`src/rtl/fat_chain_scheduler_pkg.sv`:
```
// Shared types and constants for the FAT chain scheduler.
package fat_pkg;

  // End-of-chain marker the updater writes at the final cluster.
  localparam logic [31:0] FAT_EOF = 32'h0FFF_FFFF;
  // Clusters 0 and 1 are reserved; a chain may not begin below this.
  localparam logic [31:0] FAT_MIN_CLUST = 32'd2;

  typedef logic [31:0] clust_t;

  typedef enum logic [2:0] {
    StIdle,
    StCheck,
    StLoad,
    StUpdate,
    StFlush,
    StNext,
    StFin
  } state_e;

endpackage

```
`src/rtl/fat_chain_scheduler_if.sv`:
```
// Control, FAT-updater and media handshakes of the chain scheduler.
interface fat_chain_scheduler_if;
  import fat_pkg::*;

  // File-write control side
  logic        start;
  clust_t      begin_clust;
  clust_t      end_clust;
  logic        busy;
  logic        done;
  logic        err;
  // FAT updater side
  logic        upd_ena;
  clust_t      upd_begin;
  clust_t      upd_end;
  logic        upd_last;
  logic        upd_complt;
  // Media side
  logic        med_rd_req;
  logic        med_wr_req;
  logic [31:0] med_lba;
  logic        med_ack;

  // Environment view: issues requests, plays updater and media.
  modport master (
    output start, begin_clust, end_clust, upd_complt, med_ack,
    input  busy, done, err, upd_ena, upd_begin, upd_end, upd_last,
    input  med_rd_req, med_wr_req, med_lba
  );

  // Scheduler view.
  modport slave (
    input  start, begin_clust, end_clust, upd_complt, med_ack,
    output busy, done, err, upd_ena, upd_begin, upd_end, upd_last,
    output med_rd_req, med_wr_req, med_lba
  );

endinterface

```
`src/rtl/fat_chain_scheduler_seg_calc.sv`:
```
// Page-local segment bounds and media LBA for the current cluster and FAT copy.
module fat_seg_calc
  import fat_pkg::*;
#(
  parameter logic [31:0] FAT_BASE_LBA  = 32'h20,
  parameter logic [31:0] FAT_SIZE_SECT = 32'h3C0,
  parameter int unsigned PAGE_LOG2     = 10,
  parameter int unsigned SECT_PER_PAGE = 8
) (
  input  clust_t      cur,
  input  clust_t      end_clust,
  input  logic [1:0]  copy,
  output clust_t      seg_end,
  output logic        last,
  output logic [31:0] lba
);

  clust_t page;
  clust_t page_last;

  // Clip the segment at the end of the page holding cur; LBA wraps mod 2^32.
  always_comb begin
    page      = cur >> PAGE_LOG2;
    page_last = (page << PAGE_LOG2) | ((32'd1 << PAGE_LOG2) - 32'd1);
    seg_end   = (end_clust < page_last) ? end_clust : page_last;
    last      = (seg_end == end_clust);
    lba       = FAT_BASE_LBA + page * SECT_PER_PAGE + 32'(copy) * FAT_SIZE_SECT;
  end

endmodule

```
`src/rtl/fat_chain_scheduler.sv`:
```
// Read-modify-write sequencer: load page, run FAT updater, flush to every FAT copy.
module fat_chain_scheduler
  import fat_pkg::*;
#(
  parameter logic [31:0] FAT_BASE_LBA  = 32'h20,
  parameter logic [31:0] FAT_SIZE_SECT = 32'h3C0,
  parameter int unsigned PAGE_LOG2     = 10,
  parameter int unsigned SECT_PER_PAGE = 8,
  parameter int unsigned NUM_FATS      = 2
) (
  input logic                  clk,
  input logic                  rst_n,
  fat_chain_scheduler_if.slave bus
);

  state_e     state_q, state_d;
  clust_t     cur_q, cur_d;
  clust_t     end_q, end_d;
  logic [1:0] copy_q, copy_d;
  logic       err_q, err_d;
  // UPD_ENA trails the segment values by one cycle.
  logic       ena_q, ena_d;
  // One-cycle request gap between consecutive FAT-copy writes.
  logic       gap_q, gap_d;

  clust_t      seg_end;
  logic        seg_last;
  logic [31:0] seg_lba;

  logic        busy, done, upd_ena, upd_last, rd_req, wr_req;
  clust_t      upd_begin, upd_end;
  logic [31:0] med_lba;

  fat_seg_calc #(
    .FAT_BASE_LBA  (FAT_BASE_LBA),
    .FAT_SIZE_SECT (FAT_SIZE_SECT),
    .PAGE_LOG2     (PAGE_LOG2),
    .SECT_PER_PAGE (SECT_PER_PAGE)
  ) u_seg_calc (
    .cur       (cur_q),
    .end_clust (end_q),
    .copy      (copy_q),
    .seg_end   (seg_end),
    .last      (seg_last),
    .lba       (seg_lba)
  );

  // State and datapath registers.
  always_ff @(posedge clk or negedge rst_n) begin
    if (!rst_n) begin
      state_q <= StIdle;
      cur_q   <= '0;
      end_q   <= '0;
      copy_q  <= '0;
      err_q   <= 1'b0;
      ena_q   <= 1'b0;
      gap_q   <= 1'b0;
    end else begin
      state_q <= state_d;
      cur_q   <= cur_d;
      end_q   <= end_d;
      copy_q  <= copy_d;
      err_q   <= err_d;
      ena_q   <= ena_d;
      gap_q   <= gap_d;
    end
  end

  // Next-state and datapath update.
  always_comb begin
    state_d = state_q;
    cur_d   = cur_q;
    end_d   = end_q;
    copy_d  = copy_q;
    err_d   = err_q;
    ena_d   = ena_q;
    gap_d   = gap_q;
    unique case (state_q)
      StIdle: begin
        if (bus.start) begin
          cur_d   = bus.begin_clust;
          end_d   = bus.end_clust;
          copy_d  = '0;
          err_d   = 1'b0;
          state_d = StCheck;
        end
      end
      StCheck: begin
        if (cur_q < FAT_MIN_CLUST || cur_q > end_q) begin
          err_d   = 1'b1;
          state_d = StFin;
        end else begin
          state_d = StLoad;
        end
      end
      StLoad: begin
        if (bus.med_ack) begin
          ena_d   = 1'b0;
          state_d = StUpdate;
        end
      end
      StUpdate: begin
        if (!ena_q) begin
          ena_d = 1'b1;
        end else if (bus.upd_complt) begin
          ena_d   = 1'b0;
          copy_d  = '0;
          gap_d   = 1'b0;
          state_d = StFlush;
        end
      end
      StFlush: begin
        if (gap_q) begin
          gap_d = 1'b0;
        end else if (bus.med_ack) begin
          if (32'(copy_q) < NUM_FATS - 1) begin
            copy_d = copy_q + 2'd1;
            gap_d  = 1'b1;
          end else begin
            state_d = StNext;
          end
        end
      end
      StNext: begin
        // Reads always come from copy 0.
        copy_d = '0;
        if (seg_last) begin
          state_d = StFin;
        end else begin
          cur_d   = seg_end + 32'd1;
          state_d = StLoad;
        end
      end
      StFin: begin
        state_d = StIdle;
      end
      default: begin
        state_d = StIdle;
      end
    endcase
  end

  // Outputs decoded from registered state only, so reset clears them at once.
  always_comb begin
    busy      = (state_q != StIdle) && (state_q != StFin);
    done      = (state_q == StFin);
    rd_req    = (state_q == StLoad);
    wr_req    = (state_q == StFlush) && !gap_q;
    upd_ena   = (state_q == StUpdate) && ena_q;
    upd_begin = (state_q == StUpdate) ? cur_q : '0;
    upd_end   = (state_q == StUpdate) ? seg_end : '0;
    upd_last  = (state_q == StUpdate) && seg_last;
    med_lba   = (rd_req || wr_req) ? seg_lba : '0;
  end

  assign bus.busy       = busy;
  assign bus.done       = done;
  assign bus.err        = err_q;
  assign bus.upd_ena    = upd_ena;
  assign bus.upd_begin  = upd_begin;
  assign bus.upd_end    = upd_end;
  assign bus.upd_last   = upd_last;
  assign bus.med_rd_req = rd_req;
  assign bus.med_wr_req = wr_req;
  assign bus.med_lba    = med_lba;

endmodule

```
`src/flat_wrapper.sv`:
```
// flat-port wrapper written by rule: the top's interface ports become plain ports
module fat_chain_scheduler_flat import fat_pkg::*;
#(
  parameter logic [31:0] FAT_BASE_LBA  = 32'h20,
  parameter logic [31:0] FAT_SIZE_SECT = 32'h3C0,
  parameter int unsigned PAGE_LOG2     = 10,
  parameter int unsigned SECT_PER_PAGE = 8,
  parameter int unsigned NUM_FATS      = 2
)
  (clk, rst_n, bus_start, bus_begin_clust, bus_end_clust, bus_upd_complt, bus_med_ack, bus_busy, bus_done, bus_err, bus_upd_ena, bus_upd_begin, bus_upd_end, bus_upd_last, bus_med_rd_req, bus_med_wr_req, bus_med_lba);
  fat_chain_scheduler_if bus_i ();
  input logic clk;
  input logic rst_n;
  input wire logic [$bits(bus_i.start)-1:0] bus_start;
  input wire logic [$bits(bus_i.begin_clust)-1:0] bus_begin_clust;
  input wire logic [$bits(bus_i.end_clust)-1:0] bus_end_clust;
  input wire logic [$bits(bus_i.upd_complt)-1:0] bus_upd_complt;
  input wire logic [$bits(bus_i.med_ack)-1:0] bus_med_ack;
  output wire logic [$bits(bus_i.busy)-1:0] bus_busy;
  output wire logic [$bits(bus_i.done)-1:0] bus_done;
  output wire logic [$bits(bus_i.err)-1:0] bus_err;
  output wire logic [$bits(bus_i.upd_ena)-1:0] bus_upd_ena;
  output wire logic [$bits(bus_i.upd_begin)-1:0] bus_upd_begin;
  output wire logic [$bits(bus_i.upd_end)-1:0] bus_upd_end;
  output wire logic [$bits(bus_i.upd_last)-1:0] bus_upd_last;
  output wire logic [$bits(bus_i.med_rd_req)-1:0] bus_med_rd_req;
  output wire logic [$bits(bus_i.med_wr_req)-1:0] bus_med_wr_req;
  output wire logic [$bits(bus_i.med_lba)-1:0] bus_med_lba;
  assign bus_i.start = bus_start;
  assign bus_i.begin_clust = bus_begin_clust;
  assign bus_i.end_clust = bus_end_clust;
  assign bus_i.upd_complt = bus_upd_complt;
  assign bus_i.med_ack = bus_med_ack;
  assign bus_busy = bus_i.busy;
  assign bus_done = bus_i.done;
  assign bus_err = bus_i.err;
  assign bus_upd_ena = bus_i.upd_ena;
  assign bus_upd_begin = bus_i.upd_begin;
  assign bus_upd_end = bus_i.upd_end;
  assign bus_upd_last = bus_i.upd_last;
  assign bus_med_rd_req = bus_i.med_rd_req;
  assign bus_med_wr_req = bus_i.med_wr_req;
  assign bus_med_lba = bus_i.med_lba;
  fat_chain_scheduler #(.FAT_BASE_LBA(FAT_BASE_LBA), .FAT_SIZE_SECT(FAT_SIZE_SECT), .PAGE_LOG2(PAGE_LOG2), .SECT_PER_PAGE(SECT_PER_PAGE), .NUM_FATS(NUM_FATS)) u_core (.clk(clk), .rst_n(rst_n), .bus(bus_i));
endmodule
```
`config.mk`:
```
export PLATFORM = sky130hd
export DESIGN_NAME = fat_chain_scheduler_flat
export DESIGN_NICKNAME = d
export VERILOG_FILES = /design/src/rtl/fat_chain_scheduler_pkg.sv /design/src/rtl/fat_chain_scheduler_if.sv /design/src/rtl/fat_chain_scheduler_seg_calc.sv /design/src/rtl/fat_chain_scheduler.sv /design/src/flat_wrapper.sv
export SDC_FILE = /design/constraint.sdc
export NUM_CORES = 1
export LEC_CHECK = 0
export CAP_MARGIN = 20
export CELL_PAD_IN_SITES_DETAIL_PLACEMENT = 1
export CELL_PAD_IN_SITES_GLOBAL_PLACEMENT = 1
export CORE_UTILIZATION = 25
export CTS_BUF_LIST = sky130_fd_sc_hd__clkbuf_8
export DETAILED_ROUTE_END_ITERATION = 8
export DONT_BUFFER_PORTS = 1
export GPL_TIMING_DRIVEN = 0
export PLACE_DENSITY_LB_ADDON = 0.1
export SYNTH_ARGS = -nofsm -noshare
export SYNTH_HDL_FRONTEND = slang
export SYNTH_SLANG_ARGS = --single-unit
```
`constraint.sdc`:
```
create_clock -name clk -period 7.5 [get_ports clk]
set_clock_uncertainty 0.2 [all_clocks]
set_input_delay 0 -clock clk [delete_from_list [all_inputs] [get_ports clk]]
set_output_delay 0 -clock clk [all_outputs]
set_load 0.02 [all_outputs]
```
==> metrics, run 1 <==
outcome complete, no violations; Avg Cell Area, Syn approximately 7.5 um^2; Fillers around 3300; root buf cell clkbuf_8; Via Count 7149; clock latency on the worst-skew pair 0.39 ns; worst slew pin tran 0.978 ns; Mapped Area between 0.006 and 0.007 mm^2; GR Util All Layers 24.1%; WS Path Type register to register; antenna violations before repair 0; Worst setup EP type register; CP required 7.57 ns; Final Cell Area 0.00838 mm^2; worst slack, placed roughly 1.8 ns; drt drc 0; PnR Total Power 4.29 mW; commonest non-fill, non-tap cell in the layout nand2_1; period utilisation layout 76.9%; CORE AREA approximately 0.027 mm^2; Die Footprint about 0.029 mm^2; initial drt markers 370; vias in the first global route 7254; Pre-Repair DR Iteration Count 5; Post-CTS Setup Bufs 0; DRT antenna net count 0; drt total wl 34000 um; setup_tns 0 ns; Placement Cell Area 0.00746 mm^2; VDD IR-drop max 136 uV; first-pass GRT wire length 49600 um; final net count roughly 1200; final setup margin 1.73 ns; worst r2r path cells 19; Pwr Density 512 mW/mm^2; # rows 60; via/cell ratio roughly 5; CTS max path bufs 2; fin crit period 5.77 ns; CTS tree done; CTS-repair resized insts 0; Slew Limit Fails 0; non-filler cells, final 1393; antenna cells 0; # clock sinks 72; Arr. time, crit path 5.84 ns; Ys Warns 0; RSZ-0062 raised after global routing false; layout cells sized above 1 6.37%; worst hold-check path type input port to asynchronous set/reset pin; Max transition margin approximately 34%; final core utilization a little under a third; Synth Instances 926; Placed Cells incl. Taps 1307; max-cap violation count 0; CP Max Fanout 10; Port Buffers 0; Critical Path Source Type register; number of enable flip-flop cells after synthesis 0; gr ovfl total 0; pin count of the biggest net entering global routing 73; Distinct cells, synth 64; H-tree levels 3; Die Width approximately 170 um; Synth Flop Type dfrtp_1; die height 169 um; Seq/Total Area, Yosys approximately 26%; gpl congestion 0.859; FFs w/ async S/R, synth 100%; Yosys reg bits 72; io pins 172; Detail Placement HPWL around 26000 um; final setup fails 0; worst hold slack roughly 0.056 ns; synth-to-layout area growth 20.5%; Leak approximately 3.5 nW; CTS Buf Count 9; most frequent cells in the layout nand2_1 (142), a21oi_1 (82), dfrtp_1 (72); fmax 173 MHz; Worst-path clk slew 0.09 ns; Hold Fails Final Rpt 0; initial core utilization 25.7%; DR WL/cell 24.4 um
## state kept, by name, summed over array words and instances, names as in the netlist
register and count:
u_core.bus.err 1, u_core.gap_q 1, u_core.ena_q 1, u_core.copy_q 2
u_core.end_q 32, u_core.cur_q 32, u_core.state_q 3
## critical path, cell delays in order, from the launching register on
cell      delay (ns)
dfrtp_1         0.50
clkbuf_1        0.47
inv_1           0.24
ha_1            0.24
a221o_1         0.30
a221oi_2        0.51
or2b_2          0.25
and3_1          0.15
buf_4           0.14
buf_2           0.30
buf_2           0.30
nand2_1         0.10
ha_1            0.39
and2_1          0.24
and4_1          0.28
nand4_1         0.31
nor4_2          0.12
mux2i_1         0.18
nor3_1          0.06
or3_1           0.35
## path summary, 6_finish.rpt
check | to | start | slack, ns
max in group asynchronous | u_core.cur_q[16]$_DFFE_PN0P_ | rst_n | 6.69
setup / recovery | u_core.cur_q[26]$_DFFE_PN0P_ | u_core.cur_q[19]$_DFFE_PN0P_ | 1.73
hold / removal | u_core.cur_q[31]$_DFFE_PN0P_ | rst_n | 0.06
hold reg to reg | u_core.cur_q[0]$_DFFE_PN0P_ | u_core.cur_q[0]$_DFFE_PN0P_ | 0.31
setup reg to reg | u_core.cur_q[26]$_DFFE_PN0P_ | u_core.cur_q[19]$_DFFE_PN0P_ | 1.73
min in group clk | u_core.end_q[11]$_DFFE_PN0P_ | bus_end_clust[11] | 0.06
## timing repair
action / CTS / global route
hold buffers: 70 / 0
endpoints found under the setup margin: 0 / 0
hold endpoints to repair: 143 / 0
## power by group
part / total [mW] / leakage, nW / internal, mW / switching (mW)
sequential: 0.870 / 0.857 / 0.569 / 0.300
combinational: 3.07 / 2.57 / 0.916 / 2.16
clock: 0.350 / 0.109 / 0.169 / 0.181
total: 4.29 / 3.54 / 1.65 / 2.64
## kinds of logic after synthesis
logic type,Yosys count,share of synthesized area (%)
and+or+nand+nor,367,25.9
AOI/OAI and AO/OA,220,19.1
buffers and inverters,130,8.29
DFF,72,25.9
xor gates and xnor gates,68,8.56
adders and majority gates,65,11.8
muxes,3,0.432
other,1,0.0539
## routing by layer
layer | part of all wire [%] | routed length [um] | vias to the layer above | track usage, %
met1 | 46 | 15700 | 3590 | 32.6
met5 | 0 | 0 | - | 0
met3 | 5.4 | 1830 | 23 | 4.77
met2 | 47 | 16000 | 187 | 39.6
li1 | - | - | 3349 | -
met4 | 1.2 | 424 | 0 | 5.10
## cells in the mapped netlist (3+ instances only)
library cell	n	share of area, %
ha_1	64	12
o21ai_0	59	4.2
nand4_1	16	1.4
buf_2	19	1.4
mux2i_1	3	0.43
o211ai_1	13	1.4
nor2_1	67	3.6
clkbuf_1	33	1.8
o21ai_1	4	0.29
xor2_1	20	2.5
nand2b_1	4	0.36
and4_1	3	0.38
a221oi_1	5	0.63
inv_1	60	3.2
nor4_1	16	1.4
a31oi_1	8	0.72
nor3_1	20	1.4
and3_1	13	1.2
nand3_1	34	2.4
nand2_1	142	7.7
and2_1	15	1.3
dfrtp_1	72	26
nand3b_1	5	0.54
xnor2_1	48	6.0
or3_1	10	0.90
buf_4	13	1.4
a21o_1	12	1.3
a21oi_1	82	5.9
a22oi_1	10	1.1
nor2b_1	8	0.72
a221o_1	3	0.43
## area by class of cell
cell class	count	area [um^2]	share of cell area, %
clock inverter	5	48.8	0.582
tap	372	465	5.55
clock buffer	11	151	1.81
inverter	61	229	2.73
timing repair buffer	71	723	8.63
buffer	69	348	4.15
sequential	72	1800	21.5
multi-input combinational	732	4610	55.1
(Power assumes the default switching activity.)
==> inputs of run 2 (changes only) <==
==> constraint.sdc (replaced) <==
create_clock -name clk -period 5 [get_ports clk]
set_clock_uncertainty 0.2 [all_clocks]
set_input_delay 0 -clock clk [delete_from_list [all_inputs] [get_ports clk]]
set_output_delay 0 -clock clk [all_outputs]
set_load 0.02 [all_outputs]
==> run 2 against run 1 <==
  * Core utilization grew 0.36 points
  * Wire length barely moved
  * Count of clock-buffer cells in the layout stayed put
  * Critical path depth unchanged
  * Cell count is 0.14% higher
  * Sequential share of layout area shrank 0.17 points
  * Worst setup slack got worse by 1.5 ns
==> metrics, run 2 (synthesis results as in run 1) <==
CTS Buf Count 9; # rows 60; worst hold-check path type input port to asynchronous set/reset pin; gpl congestion around 0.86; drt total wl 34000 um; io pins 172; Slew Limit Fails 0; die height 169 um; non-filler cells, final 1395; CP required 5.07 ns; synth-to-layout area growth 21.8%; CORE AREA between 0.02 and 0.03 mm^2; root buf cell clkbuf_8; antenna violations before repair 0; # clock sinks 72; Hold Fails Final Rpt 0; CTS tree done; worst hold slack 0.0581 ns; most frequent cells in the layout nand2_1 (142), a21oi_1 (82), dlygate4sd3_1 (69); DRT antenna net count 0; Via Count 7174; max-cap violation count 0; Die Footprint 0.0285 mm^2; pin count of the biggest net entering global routing between 70 and 80; Critical Path Source Type register; outcome complete, no violations; VDD IR-drop max around 260 uV; H-tree levels 3; Port Buffers 0; Pre-Repair DR Iteration Count 5; drt drc 0; Max transition margin 36.0%; DR WL/cell 24.4 um; Leak ~3.6 nW; via/cell ratio 5.14; Detail Placement HPWL 26100 um; vias in the first global route 7268; Arr. time, crit path 4.84 ns; final setup fails 0; final net count 1152; Worst-path clk slew 0.09 ns; GR Util All Layers 24.2%; antenna cells 0; initial drt markers 340; fin crit period 4.78 ns; commonest non-fill, non-tap cell in the layout nand2_1; final core utilization 31.3%; initial core utilization 25.7%; Largest regs u_core.cur_q (32), u_core.end_q (32), u_core.state_q (3); CTS max path bufs 2; worst slew pin tran 0.955 ns; layout cells sized above 1 7.92%; WS Path Type register to register; period utilisation layout 95.5%; gr ovfl total 0; Worst setup EP type register; Pwr Density 771 mW/mm^2; RSZ-0062 raised after global routing false; fmax around 210 MHz; Placed Cells incl. Taps 1307; CP Max Fanout 14; clock latency on the worst-skew pair 0.39 ns; first-pass GRT wire length 49700 um; Die Width ~170 um
==> run 2: cell types whose count changed in the layout (fill, tap and decap cells not counted), sizes merged <==
cell,previous run,this run
buf,37,41
clkbuf,45,43
==> run 2: worst max-delay path, cell delays in order (launching register included) <==
cell and delay (ns):
dfrtp_1 0.52, inv_1 0.11, ha_1 0.34, and3_4 0.20, a221o_1 0.22, a221oi_4 0.12
or2b_2 0.36, and3_1 0.16, buf_4 0.21, buf_4 0.20, nand2_1 0.13, ha_4 0.19
and2_1 0.13, and4_4 0.28, nand4_1 0.10, buf_4 0.18, nor4_4 0.30, mux2i_1 0.13
and3_1 0.20, or3_1 0.36
==> run 2: what timing repair did <==
item	4_1_cts	5_1_grt
pin swaps	1	1
setup endpoints to repair	13	6
hold buffers	70	0
resized for setup	15	7
buffers inserted	2	2
hold endpoints to repair	143	0
==> run 2: per-stage QoR <==
step	setup slack [ns]	instance area [um^2]	total power [mW]	setup TNS [ns]
finish	0.223	8480	6.54	0
floorplan	0.615	6990	4.29	0
CTS	0.0660	8450	6.51	0
global route	0.0336	8480	7.04	0
detailed placement	-0.663	7460	5.83	-4.91
global placement	-0.716	7450	5.82	-5.68
==> run 2: final timing paths <==
path / to / startpoint / slack, ns / cells past startpoint
setup / recovery: u_core.cur_q[26]$_DFFE_PN0P_ / u_core.end_q[19]$_DFFE_PN0P_ / 0.22 / 19
hold / removal: u_core.cur_q[28]$_DFFE_PN0P_ / rst_n / 0.06 / 2
setup reg to reg: u_core.cur_q[26]$_DFFE_PN0P_ / u_core.end_q[19]$_DFFE_PN0P_ / 0.22 / 19
hold reg to reg: u_core.cur_q[0]$_DFFE_PN0P_ / u_core.cur_q[0]$_DFFE_PN0P_ / 0.31 / 2
max in group asynchronous: u_core.end_q[13]$_DFFE_PN0P_ / rst_n / 4.18 / 2
min in group clk: u_core.end_q[11]$_DFFE_PN0P_ / bus_end_clust[11] / 0.06 / 3
==> run 2: final cells by class <==
| cell class | count | area, um^2 |
|---|---|---|
| repair buffers | 75 | 766 |
| flip-flops and latches | 72 | 1810 |
| clock buffers | 11 | 151 |
| well taps | 372 | 465 |
| fillers | 3341 | 18600 |
| multi-input cells | 732 | 4660 |
| clock inverters | 5 | 48.8 |
| inverters | 61 | 229 |
| plain buffers | 67 | 345 |
==> run 2: report_power, final <==
part           internal, mW  switching [mW]
Clock                 0.253           0.270
Sequential            0.859           0.451
Combinational          1.45            3.26
Total                  2.56            3.98
==> run 2: routing by layer <==
metal	share of wire, %	up-vias	GRT usage (%)
met5	0	-	0
met4	1.5	0	5.57
met3	4.9	25	4.77
met2	47	170	39.5
met1	47	3621	32.6
li1	-	3358	-
==> inputs of run 3 (changes only) <==
--- a/config.mk
+++ b/config.mk
@@ -8,7 +8,7 @@
 export CAP_MARGIN = 20
 export CELL_PAD_IN_SITES_DETAIL_PLACEMENT = 1
 export CELL_PAD_IN_SITES_GLOBAL_PLACEMENT = 1
-export CORE_UTILIZATION = 25
+export CORE_UTILIZATION = 43
 export CTS_BUF_LIST = sky130_fd_sc_hd__clkbuf_8
 export DETAILED_ROUTE_END_ITERATION = 8
 export DONT_BUFFER_PORTS = 1
==> run 3 against run 2 <==
  * Die area decreased by 41%
  * Global-route usage increased by 14 points
  * Fmax decreased by 3.0%
  * Wire length decreased by 7.1%
  * Cell count decreased by 11%
  * Sequential share of layout area increased by 0.19 points
  * Design area decreased by 0.87%
  * Count of clock-buffer cells in the layout decreased by 1
  * Total power increased by 2.2%
  * Combinational power about the same
  * Clock power increased by 22%
  * Core utilization increased by 22 points
  * Critical endpoint unchanged
==> metrics, run 3 (synthesis results as in run 1) <==
CTS max path bufs 2; Final Cell Area 0.00840 mm^2; fmax 203 MHz; Via Count 7616; Die Footprint ~0.017 mm^2; period utilisation layout 98.5%; area of the multi-input gates 0.00467 mm^2; Fillers 1993; antenna cells 0; first-pass GRT wire length 47300 um; GR Util All Layers 38.4%; RR Startpoint u_core.end_q[20]$_DFFE_PN0P_; PnR Total Power 6.69 mW; hold_sp bus_end_clust[0]; Leak roughly 3.6 nW; non-filler cells, final 1245; reg-to-reg endpoint u_core.cur_q[26]$_DFFE_PN0P_; outcome complete, no violations; vias in the first global route 7869; Hold Path End u_core.end_q[0]$_DFFE_PN0P_; max-cap violation count 0; final setup margin 0.0733 ns; Placement Cell Area 0.00728 mm^2; fin crit period 4.93 ns; Placed Cells incl. Taps 1152; # rows 46; FF+latch area about 0.0018 mm^2; commonest non-fill, non-tap cell in the layout nand2_1; synth-to-layout area growth 20.8%; CORE AREA 0.0158 mm^2; antenna violations before repair 0; Max transition margin 41.3%; initial core utilization 44.0%; worst slew pin tran roughly 0.88 ns; final core utilization 53.1%; worst slack, placed -0.683 ns; # clock sinks approximately 70; layout cells sized above 1 under 10%; drt total wl approximately 32000 um; CTS tree done; most frequent cells in the layout nand2_1 (142), a21oi_1 (82), dlygate4sd3_1 (71); final net count 1158; clock latency on the worst-skew pair 0.39 ns; Slew Limit Fails 0; setup_tns 0 ns; DRT antenna net count 0; Arr. time, crit path about 5.0 ns; Die Width 129 um; DR WL/cell 25.3 um; Worst-path clk slew 0.10 ns; CP required ~5 ns; Worst setup EP type register; drt drc 0; worst reg-to-reg setup slack 0.07 ns; io pins 172; root buf cell clkbuf_8; Port Buffers 0; Hold Fails Final Rpt 0; RSZ-0062 raised after global routing false; Pre-Repair DR Iteration Count 5; VDD IR-drop max 406 uV; Detail Placement HPWL roughly 23000 um; Largest regs u_core.cur_q (32), u_core.end_q (32), u_core.state_q (3); H-tree levels 3; via/cell ratio roughly 6.1; Pwr Density 795 mW/mm^2; gr ovfl total 0; worst hold slack 0.0593 ns; WS Path Type register to register; gpl congestion 0.911; hold depth 3; worst hold-check path type input port to register; initial drt markers just under 500; Critical Path Source Type register; CP Max Fanout 14; final setup fails 0; pin count of the biggest net entering global routing 46; die height about 130 um; worst r2r path cells 18; CTS Buf Count 9
[run 3: changes by cell type in the layout (fill, tap and decap cells not counted), moves of 2 or more]
cell | previous run | this run
inv_1 | 63 | 59
buf_6 | 2 | 4
bufinv_16 | 1 | 3
dlygate4sd3_1 | 69 | 71
[run 3: critical path, cell delays in order, from the launching register on]
cell and delay (ns):
dfrtp_1 0.51, inv_1 0.18, ha_1 0.33, nand2_1 0.08
nor2_2 0.25, and3_4 0.30, o211ai_1 0.20, and3_1 0.23
buf_6 0.17, clkbuf_4 0.20, nand2_1 0.13, ha_4 0.23
and2_1 0.14, and4_2 0.32, nand4_1 0.24, nor4_4 0.39
mux2i_1 0.17, and3_1 0.20, or3_1 0.36
[run 3: how the worst max path moves through the flow]
stage / from / endpoint / slack, ns
2_1_floorplan: u_core.end_q[17]$_DFFE_PN0P_ / u_core.cur_q[26]$_DFFE_PN0P_ / 0.62
3_3_place_gp: u_core.end_q[17]$_DFFE_PN0P_ / u_core.cur_q[26]$_DFFE_PN0P_ / -0.64
3_5_place_dp: u_core.end_q[23]$_DFFE_PN0P_ / u_core.cur_q[26]$_DFFE_PN0P_ / -0.68
4_1_cts: u_core.end_q[18]$_DFFE_PN0P_ / u_core.cur_q[26]$_DFFE_PN0P_ / 0.03
5_1_grt: u_core.end_q[17]$_DFFE_PN0P_ / u_core.cur_q[16]$_DFFE_PN0P_ / 0.01
6_report: u_core.end_q[20]$_DFFE_PN0P_ / u_core.cur_q[26]$_DFFE_PN0P_ / 0.07
[run 3: layer usage]
layer  wire [um]  part of all wire (%)  up-vias  GRT usage [%]
met3        1910                   6.1       72           4.95
met2       15200                    48      323           64.7
met5           0                     0        -              0
met4        1050                   3.3        0           16.5
met1       13400                    43     3848           49.4
li1            -                     -     3373              -
[run 3: area by class of cell]
cell class	instances	area share, %
plain buffers	67	4.14
flip-flops and latches	72	21.5
well taps	216	3.22
inverters	61	2.77
clock buffers	10	1.64
multi-input cells	732	55.5
repair buffers	81	9.84
clock inverters	6	1.37
[run 3: power by group]
| group | switching, mW | leakage (nW) | total (mW) | internal (mW) |
|---|---|---|---|---|
| registers | 0.461 | 0.851 | 1.32 | 0.858 |
| logic | 3.25 | 2.64 | 4.73 | 1.48 |
| clock network | 0.291 | 0.123 | 0.639 | 0.348 |
| total | 4.00 | 3.61 | 6.69 | 2.69 |
[run 3: timing repair]
item / CTS / global route
setup endpoints to repair: 11 / 6
buffers inserted: 1 / 5
hold buffers: 73 / 0
pin swaps: 1 / 2
resized for setup: 14 / 7
endpoints found under the hold margin: 143 / 0
